--- src/rtl/approx_mul_pkg.sv ---
// ---------------------------------------------------------------------------
// approx_mul_pkg
//
// Purpose : Shared constants, types and helpers for the 6x6 approximate
//           multiplier. The partial-product generator and the compressor
//           tree both use this package, so they agree on how the 36 AND
//           terms are packed column by column.
//
// Contents: MUL_W, NUM_COLS, NUM_PP   - operand width, column and term counts
//           COL_SIZE / COL_OFF        - bits per column, first bit of column
//           operand_t                 - packed a/b operand pair
//           pp_index(i,j)             - bit position of a[i] & b[j]
//           col_first_i(k)            - smallest i that lands in column k
//           trunc_bits(n)             - bits taken by columns 0..n-1
// ---------------------------------------------------------------------------
package approx_mul_pkg;

   localparam int MUL_W    = 6;
   localparam int NUM_COLS = 2 * MUL_W - 1;
   localparam int NUM_PP   = MUL_W * MUL_W;

   localparam int COL_SIZE [0:NUM_COLS-1] = '{1, 2, 3, 4, 5, 6, 5, 4, 3, 2, 1};
   localparam int COL_OFF  [0:NUM_COLS-1] = '{0, 1, 3, 6, 10, 15, 21, 26, 30, 33, 35};

   typedef struct packed {
      logic [MUL_W-1:0] a;
      logic [MUL_W-1:0] b;
   } operand_t;

   // Column k holds terms with i running from max(0, k-(MUL_W-1)) upward.
   function automatic int col_first_i(input int k);
      return (k > MUL_W - 1) ? (k - (MUL_W - 1)) : 0;
   endfunction

   // Bits are ordered by increasing i inside a column, so the position is
   // the column base plus the distance of i from the first i in that column.
   function automatic int pp_index(input int i, input int j);
      int k;
      k = i + j;
      return COL_OFF[k] + i - col_first_i(k);
   endfunction

   // Columns are contiguous and ordered, so the first n columns occupy
   // exactly the low trunc_bits(n) bits of the vector.
   function automatic int trunc_bits(input int n);
      return (n == 0) ? 0 : (COL_OFF[n-1] + COL_SIZE[n-1]);
   endfunction

endpackage

--- src/rtl/pp_gen_pipe_if.sv ---
// ---------------------------------------------------------------------------
// pp_gen_pipe_if
//
// Purpose : Bundles the operand-side and reduction-side handshakes of the
//           partial-product generator.
//
// Signals : in_valid/in_ready/a/b/in_tag       - operand pair stream
//           out_valid/out_ready/pp/out_tag     - column-major partial products
//
// Modports: slave  - the generator (consumes operands, produces pp)
//           master - the surrounding logic (produces operands, consumes pp)
// ---------------------------------------------------------------------------
interface pp_gen_pipe_if
   import approx_mul_pkg::*;
#(
   parameter int TAG_W = 4
);

   logic              in_valid;
   logic              in_ready;
   logic [MUL_W-1:0]  a;
   logic [MUL_W-1:0]  b;
   logic [TAG_W-1:0]  in_tag;

   logic              out_valid;
   logic              out_ready;
   logic [NUM_PP-1:0] pp;
   logic [TAG_W-1:0]  out_tag;

   modport slave (
      input  in_valid, a, b, in_tag, out_ready,
      output in_ready, out_valid, pp, out_tag
   );

   modport master (
      output in_valid, a, b, in_tag, out_ready,
      input  in_ready, out_valid, pp, out_tag
   );

endinterface

--- src/rtl/pp_pipe_reg.sv ---
// ---------------------------------------------------------------------------
// pp_pipe_reg
//
// Purpose : One valid/ready register slice. Holds a single data word and a
//           valid bit. It accepts a new word whenever it is empty or its
//           current word leaves downstream in the same cycle, so a chain of
//           these runs at one word per clock with no bubbles.
//
// Ports   : clk, rst_n        - clock, asynchronous active-low reset
//           valid_i, ready_o  - upstream handshake
//           data_i            - upstream data word (W bits)
//           valid_o, ready_i  - downstream handshake
//           data_o            - registered data word (W bits)
// ---------------------------------------------------------------------------
module pp_pipe_reg #(
   parameter int W = 8
) (
   input  logic         clk,
   input  logic         rst_n,
   input  logic         valid_i,
   output logic         ready_o,
   input  logic [W-1:0] data_i,
   output logic         valid_o,
   input  logic         ready_i,
   output logic [W-1:0] data_o
);

   logic         valid_q;
   logic         valid_d;
   logic [W-1:0] data_q;
   logic [W-1:0] data_d;
   logic         load;

   // Ready depends only on our own valid bit and downstream ready, never on
   // valid_i, so no combinational loop can form through the upstream stage.
   assign ready_o = !valid_q || ready_i;
   assign load    = valid_i && ready_o;

   // A load always wins; otherwise the word leaves when downstream takes it.
   // Data only changes on a load, which keeps it bit-stable during a stall.
   always_comb begin
      valid_d = valid_q;
      data_d  = data_q;
      if (load) begin
         valid_d = 1'b1;
         data_d  = data_i;
      end else if (ready_i) begin
         valid_d = 1'b0;
      end
   end

   always_ff @(posedge clk or negedge rst_n) begin
      if (!rst_n) begin
         valid_q <= 1'b0;
         data_q  <= '0;
      end else begin
         valid_q <= valid_d;
         data_q  <= data_d;
      end
   end

   assign valid_o = valid_q;
   assign data_o  = data_q;

endmodule

--- src/rtl/pp_gen_pipe.sv ---
// ---------------------------------------------------------------------------
// pp_gen_pipe
//
// Purpose : Pipelined partial-product generator for the 6x6 approximate
//           multiplier. Stage S1 registers the operand pair and tag. The
//           AND array then forms all 36 terms and packs them column-major,
//           with the lowest TRUNC_COLS columns forced to zero. Stage S2
//           registers that vector for the compressor tree.
//
// Params  : TRUNC_COLS - number of low columns zeroed (0..11, 0 = exact)
//           TAG_W      - sideband tag width
//
// Ports   : clk, rst_n - clock, asynchronous active-low reset
//           bus        - pp_gen_pipe_if slave (operand and pp handshakes)
// ---------------------------------------------------------------------------
module pp_gen_pipe
   import approx_mul_pkg::*;
#(
   parameter int TRUNC_COLS = 0,
   parameter int TAG_W      = 4
) (
   input  logic           clk,
   input  logic           rst_n,
   pp_gen_pipe_if.slave   bus
);

   localparam int S1_W = 2 * MUL_W + TAG_W;
   localparam int S2_W = NUM_PP + TAG_W;

   // Truncated columns are the low contiguous bits, so one constant mask
   // clears them. Shifting by the full width leaves zero, which covers the
   // case where every column is truncated.
   localparam int                TRUNC_BITS = trunc_bits(TRUNC_COLS);
   localparam logic [NUM_PP-1:0] KEEP_MASK  = {NUM_PP{1'b1}} << TRUNC_BITS;

   operand_t          inOps;
   operand_t          s1Ops;
   logic [S1_W-1:0]   s1Data;
   logic [TAG_W-1:0]  s1Tag;
   logic              s1Valid;
   logic              s2Ready;
   logic [NUM_PP-1:0] ppRaw;
   logic [NUM_PP-1:0] ppMap;
   logic [S2_W-1:0]   s2Data;

   assign inOps.a = bus.a;
   assign inOps.b = bus.b;

   pp_pipe_reg #(
      .W (S1_W)
   ) uStage1 (
      .clk     (clk),
      .rst_n   (rst_n),
      .valid_i (bus.in_valid),
      .ready_o (bus.in_ready),
      .data_i  ({inOps, bus.in_tag}),
      .valid_o (s1Valid),
      .ready_i (s2Ready),
      .data_o  (s1Data)
   );

   assign s1Ops = s1Data[S1_W-1:TAG_W];
   assign s1Tag = s1Data[TAG_W-1:0];

   // AND array: every a[i] & b[j] goes to its column-major slot.
   always_comb begin
      ppRaw = '0;
      for (int i = 0; i < MUL_W; i++) begin
         for (int j = 0; j < MUL_W; j++) begin
            ppRaw[pp_index(i, j)] = s1Ops.a[i] & s1Ops.b[j];
         end
      end
   end

   assign ppMap = ppRaw & KEEP_MASK;

   pp_pipe_reg #(
      .W (S2_W)
   ) uStage2 (
      .clk     (clk),
      .rst_n   (rst_n),
      .valid_i (s1Valid),
      .ready_o (s2Ready),
      .data_i  ({ppMap, s1Tag}),
      .valid_o (bus.out_valid),
      .ready_i (bus.out_ready),
      .data_o  (s2Data)
   );

   assign bus.pp      = s2Data[S2_W-1:TAG_W];
   assign bus.out_tag = s2Data[TAG_W-1:0];

endmodule

--- src/flat_wrapper.sv ---
// flat-port wrapper written by rule: the top's interface ports become plain ports
module pp_gen_pipe_flat import approx_mul_pkg::*;
#(
   parameter int TRUNC_COLS = 0,
   parameter int TAG_W      = 4
)
  (clk, rst_n, bus_in_valid, bus_a, bus_b, bus_in_tag, bus_out_ready, bus_in_ready, bus_out_valid, bus_pp, bus_out_tag);
  pp_gen_pipe_if #(.TAG_W(TAG_W)) bus_i ();
  input  logic clk;
  input  logic rst_n;
  input wire logic [$bits(bus_i.in_valid)-1:0] bus_in_valid;
  input wire logic [$bits(bus_i.a)-1:0] bus_a;
  input wire logic [$bits(bus_i.b)-1:0] bus_b;
  input wire logic [$bits(bus_i.in_tag)-1:0] bus_in_tag;
  input wire logic [$bits(bus_i.out_ready)-1:0] bus_out_ready;
  output wire logic [$bits(bus_i.in_ready)-1:0] bus_in_ready;
  output wire logic [$bits(bus_i.out_valid)-1:0] bus_out_valid;
  output wire logic [$bits(bus_i.pp)-1:0] bus_pp;
  output wire logic [$bits(bus_i.out_tag)-1:0] bus_out_tag;
  assign bus_i.in_valid = bus_in_valid;
  assign bus_i.a = bus_a;
  assign bus_i.b = bus_b;
  assign bus_i.in_tag = bus_in_tag;
  assign bus_i.out_ready = bus_out_ready;
  assign bus_in_ready = bus_i.in_ready;
  assign bus_out_valid = bus_i.out_valid;
  assign bus_pp = bus_i.pp;
  assign bus_out_tag = bus_i.out_tag;
  pp_gen_pipe #(.TRUNC_COLS(TRUNC_COLS), .TAG_W(TAG_W)) u_core (.clk(clk), .rst_n(rst_n), .bus(bus_i));
endmodule
--- config.mk ---
export PLATFORM = sky130hd
export DESIGN_NAME = pp_gen_pipe_flat
export DESIGN_NICKNAME = d
export VERILOG_FILES = /design/src/rtl/approx_mul_pkg.sv /design/src/rtl/pp_gen_pipe_if.sv /design/src/rtl/pp_pipe_reg.sv /design/src/rtl/pp_gen_pipe.sv /design/src/flat_wrapper.sv
export SDC_FILE = /design/constraint.sdc
export NUM_CORES = 1
export LEC_CHECK = 0
export CAP_MARGIN = 20
export CELL_PAD_IN_SITES_DETAIL_PLACEMENT = 2
export CELL_PAD_IN_SITES_GLOBAL_PLACEMENT = 2
export CORE_MARGIN = 3
export CORE_UTILIZATION = 30
export CTS_CLUSTER_DIAMETER = 60
export DETAILED_ROUTE_END_ITERATION = 8
export PLACE_DENSITY = 0.85
export SYNTH_ARGS = -nofsm -noshare
export SYNTH_HDL_FRONTEND = slang
export SYNTH_SLANG_ARGS = --single-unit
--- constraint.sdc ---
create_clock -name clk -period 1.85 [get_ports clk]
set_clock_uncertainty 0.2 [all_clocks]
set_input_delay 0.4625 -clock clk [delete_from_list [all_inputs] [get_ports clk]]
set_output_delay 0.4625 -clock clk [all_outputs]
set_load 0.02 [all_outputs]
# Yosys cells after proc, flatten, opt, wreduce, memory -nomap -nowiden
# Index checks and enable logic that the tools add are counted.
dict set report op_classes {
  n_bitwise 36
  muxes 4
  reduce_logical 8
}
# op count
set op_table {}
lappend op_table {{AND 1 bit} 36}
lappend op_table {{2-to-1 mux 1 bit} 4}
lappend op_table {{nonzero test 2 bit} 2}
lappend op_table {{logical AND 1 bit} 2}
lappend op_table {{zero test 1 bit} 2}
lappend op_table {{logical OR 1 bit} 2}
dict set report totals {
  elab_cells 52
  regBits 58
  out_inout_bits 42
  in_bits 20
}

# Longest topological paths before layout
dict set report logic_depth {
  ltp_word 5
  ltp_mapped 5
  depth_no_buf 3
}

# Modules after synthesis
# A second synthesis with hierarchy kept.
dict set report hier_totals {
  hier_cells 161
  hier_area_um2 2623.8
}
# module cells_each area_per_inst_um2 n_inst seq_area_each_um2
set by_module_without_submodules {}
lappend by_module_without_submodules {{pp_pipe_reg at u_core.uStage2} 88 1702.9 1 1026.0}
lappend by_module_without_submodules {{pp_pipe_reg at u_core.uStage1} 37 695.7 1 425.4}
lappend by_module_without_submodules {pp_gen_pipe 36 225.2 1 0.0}

# Worst setup path after synthesis
# Ideal clock, no wire load.
dict set report synth_path {
  kind {reg-to-reg}
  start {reg u_core.uStage2.valid_q (netlist: u_core.uStage2.valid_o)}
  end {reg u_core.uStage1.data_q[0] (netlist: u_core.uStage1.data_o[0])}
  stages_incl_launch_ff 5
  setup_ps 125
  n_path_buf 1
  setup_slack_ps 262
  synth_period_minus_slack_ps 1588
  t_arrival_ps 1263
  required_ps 1525
  path_cell_list {dfrtp_1 -> nand3b_4 -> nand2_4 -> buf_8 -> mux2_4}
}
dict set report synth_between {
  elab_chain_cells 4
}
# element line_no
set synth_lines {}
lappend synth_lines {{start: declaration} pp_pipe_reg.sv:28} ;# logic valid_q;
lappend synth_lines {{start signal: assignment} pp_pipe_reg.sv:57} ;# valid_q <= valid_d;
lappend synth_lines {{zero test 1 bit} pp_pipe_reg.sv:36} ;# assign ready_o = !valid_q || ready_i;
lappend synth_lines {{logical OR 1 bit (2 in a row)} pp_pipe_reg.sv:36}
lappend synth_lines {{via bus_in_ready} flat_wrapper.sv:16} ;# output wire logic [$bits(bus_i.in_ready)-1:0] bus_in_ready;
lappend synth_lines {{logical AND 1 bit} pp_pipe_reg.sv:37} ;# assign load = valid_i && ready_o;
lappend synth_lines {{end signal: assignment} pp_pipe_reg.sv:58} ;# data_q <= data_d;
lappend synth_lines {{end: declaration} pp_pipe_reg.sv:30} ;# logic [W-1:0] data_q;
# The timed path passes the listed nets, and every way through them passes these cells.
# A chain may end at the register's enable or synchronous reset.

# Worst setup path in the final report
dict set report layout_path {
  start {reg u_core.uStage2.valid_q (netlist: u_core.uStage2.valid_o)}
  end {out bus_out_valid}
}
# element line_no
set layout_lines {}
lappend layout_lines {{end: declaration} flat_wrapper.sv:17} ;# output wire logic [$bits(bus_i.out_valid)-1:0] bus_out_valid;
# No word-level cell between the ends.

==> metrics.txt <==
status completed; Boundary Pins 62; Overall Global Routing Usage 0.144; Port Buffer Count between 60 and 70; clock sink count 58; hold slack final ~270 ps; Buf+Inv Stages, Crit Path 1; largest net degree at the start of global routing a little under 60; clk buf depth 2; placed insts about 330; Fmax achieved ~0.56 GHz; DRT Wirelength ~6300 µm; worst setup path start u_core.uStage2.valid_o$_DFFE_PN0P_; Initial Util 0.314; Mapped Cells 169; die area between 9000 and 10,000 µm²; ys flop type dfrtp_1; Critical Path, Cell by Cell dlygate4sd2_1; Max stage delay on crit path around 430 ps; die span in x 96.9 µm; Fin. Hold Viols 0; synthesis warning total 0; HP Class flop to flop; number of max-cap violations 0; crit end category output pin; sequential fraction of the synthesis area 0.585; asr flop ratio synth 1.00; die height between 90 and 100 µm; initial DRC count 33; max-slew violations 0; Core Util, Final 0.419; synth top area cells dfrtp_1 59%, a21bo_1 15%, nand4_1 9.1%; CTS Root Cell clkbuf_8; Worst-path clk slew 60 ps; Vias/cell around 4.9; Finish-stage setup viols 0; syn_nets 189; fin crit period roughly 1800 ps; core footprint a little under 8000 µm²; Final nets ~260; Layout area overhead 33.3%; Num CTS Buffers 9; cell taking the most area after synthesis dfrtp_1; post-DP HPWL ~4300 µm; top-count cell post-synth dfrtp_1; final worst slack approximately 64 ps; CP arrival between 1000 and 1500 ps; Final Cycle Share 0.965; grt ovf 0; headroom to the max-slew limit 0.761; synthesized area between 2000 and 2500 µm²; first-pass GRT wire length 10,600 µm; Post-synth EDFFs 0; n_diodes 0; FF+latch count, synth 58; number of global-route vias before repair slightly below 2,000; CTS tree yes; peak supply drop 346 µV; total power approximately 3.6 mW; Synth Area per Inst ~15 µm²; Clock Latency Late Sink ~330 ps; WP data required 1190 ps; H-tree Lvls 3; DR DRC count 0; initial antenna violation count 0; final non-filler cell total approximately 340; family with the most delay on the worst path flip-flops; P_leak 1.83 nW; post-synth cell types 14; PwrDens 1100 nW/µm²; num rows 32; Worst path slowest cell dfrtp_1; Placement Setup Slack -489 ps; post-route ant nets 0; WL/cell 18.4 µm; post-synth top area share 0.585; RePlAce Congestion 0.672; Reg-to-Reg Start u_core.uStage1.valid_o$_DFFE_PN0P_; top post-synthesis cells by count 58 x dfrtp_1, 36 x a21bo_1, 36 x nand4_1; nature of the critical path startpoint flop; RSZ-0062 raised after global routing false; layout cell share with drive strength beyond 1 0.145; DR vias 1,677; drt pass-1 iters 4; Hold Startpoint u_core.uStage2.data_o[11]$_DFFE_PN0P_; type of the worst setup path flop to output pin; Worst-Margin Slew 359 ps; CP max FO 3
==> final timing paths <==
check,to,slack [ps],depth (start not counted)
worst max-delay path,bus_out_valid,60,1
worst min register to register,u_core.uStage2.data_o[11]$_DFFE_PN0P_,270,1
worst min-delay path,u_core.uStage2.data_o[11]$_DFFE_PN0P_,270,1
min in group asynchronous,u_core.uStage2.data_o[37]$_DFFE_PN0P_,470,3
worst max register to register,u_core.uStage2.data_o[7]$_DFFE_PN0P_,180,5
max in group asynchronous,u_core.uStage1.data_o[8]$_DFFE_PN0P_,720,3
==> per-stage QoR <==
stage / setup TNS (ps) / instance area, µm²
floorplan: 0 / 2480
global placement: -8320 / 3180
detailed placement: -11810 / 3180
CTS: 0 / 3300
global route: 0 / 3310
finish: 0 / 3310
==> where the power goes <==
group / switching, mW / total, mW / internal (mW)
clock network: 0.471 / 0.988 / 0.517
logic: 0.492 / 0.936 / 0.444
registers: 0.208 / 1.71 / 1.50
total: 1.17 / 3.63 / 2.46
==> layout by cell type, fill, tap and decap left out <==
cell | synthesis | final
a21bo_1 | 36 | 36
buf_12 | 0 | 3
buf_2 | 3 | 1
buf_4 | 2 | 3
buf_6 | 7 | 2
clkbuf_1 | 0 | 3
clkbuf_8 | 0 | 10
clkdlybuf4s50_1 | 0 | 17
clkinv_2 | 0 | 3
dfrtp_1 | 58 | 58
dlygate4sd2_1 | 0 | 42
dlygate4sd3_1 | 0 | 1
mux2_1 | 10 | 10
mux2_4 | 10 | 10
nand2_1 | 1 | 1
nand2_4 | 1 | 1
nand2b_1 | 2 | 2
nand2b_2 | 1 | 1
nand3b_4 | 1 | 1
nand4_1 | 36 | 36
==> sequential cells by signal (all words and copies together) (netlist names) <==
| register | count |
|---|---|
| u_core.uStage1.valid_o | 1 |
| u_core.uStage2.data_o | 40 |
| u_core.uStage2.valid_o | 1 |
| u_core.uStage1.data_o | 16 |
==> layer usage <==
metal,up-vias,share of wire,GRT usage
met1,846,0.44,0.179
met4,0,0.013,0.0648
li1,779,-,-
met5,-,0,0
met3,8,0.041,0.0332
met2,44,0.51,0.238
==> final cells by class <==
| cell class | count | area (µm²) |
|---|---|---|
| clock buffer | 13 | 149 |
| sequential | 58 | 1450 |
| fill | 796 | 4580 |
| multi-input combinational | 98 | 905 |
| timing repair buffer | 69 | 658 |
| clock inverter | 3 | 15.0 |
| tap | 102 | 128 |
==> kinds of logic after synthesis <==
logic type,share of synthesized area
AOI/OAI and AO/OA,0.145
and+or+nand+nor,0.114
muxes,0.106
buffers and inverters,0.0499
DFF,0.585
==> timing repair <==
item                                    4_1_cts  5_1_grt
endpoints found under the setup margin       42       26
gates resized for setup                      48        1
buffers inserted                              0        0
endpoints found under the hold margin        58        0
hold buffers                                  1        0
No activity file was read; power rests on OpenSTA's default activity.
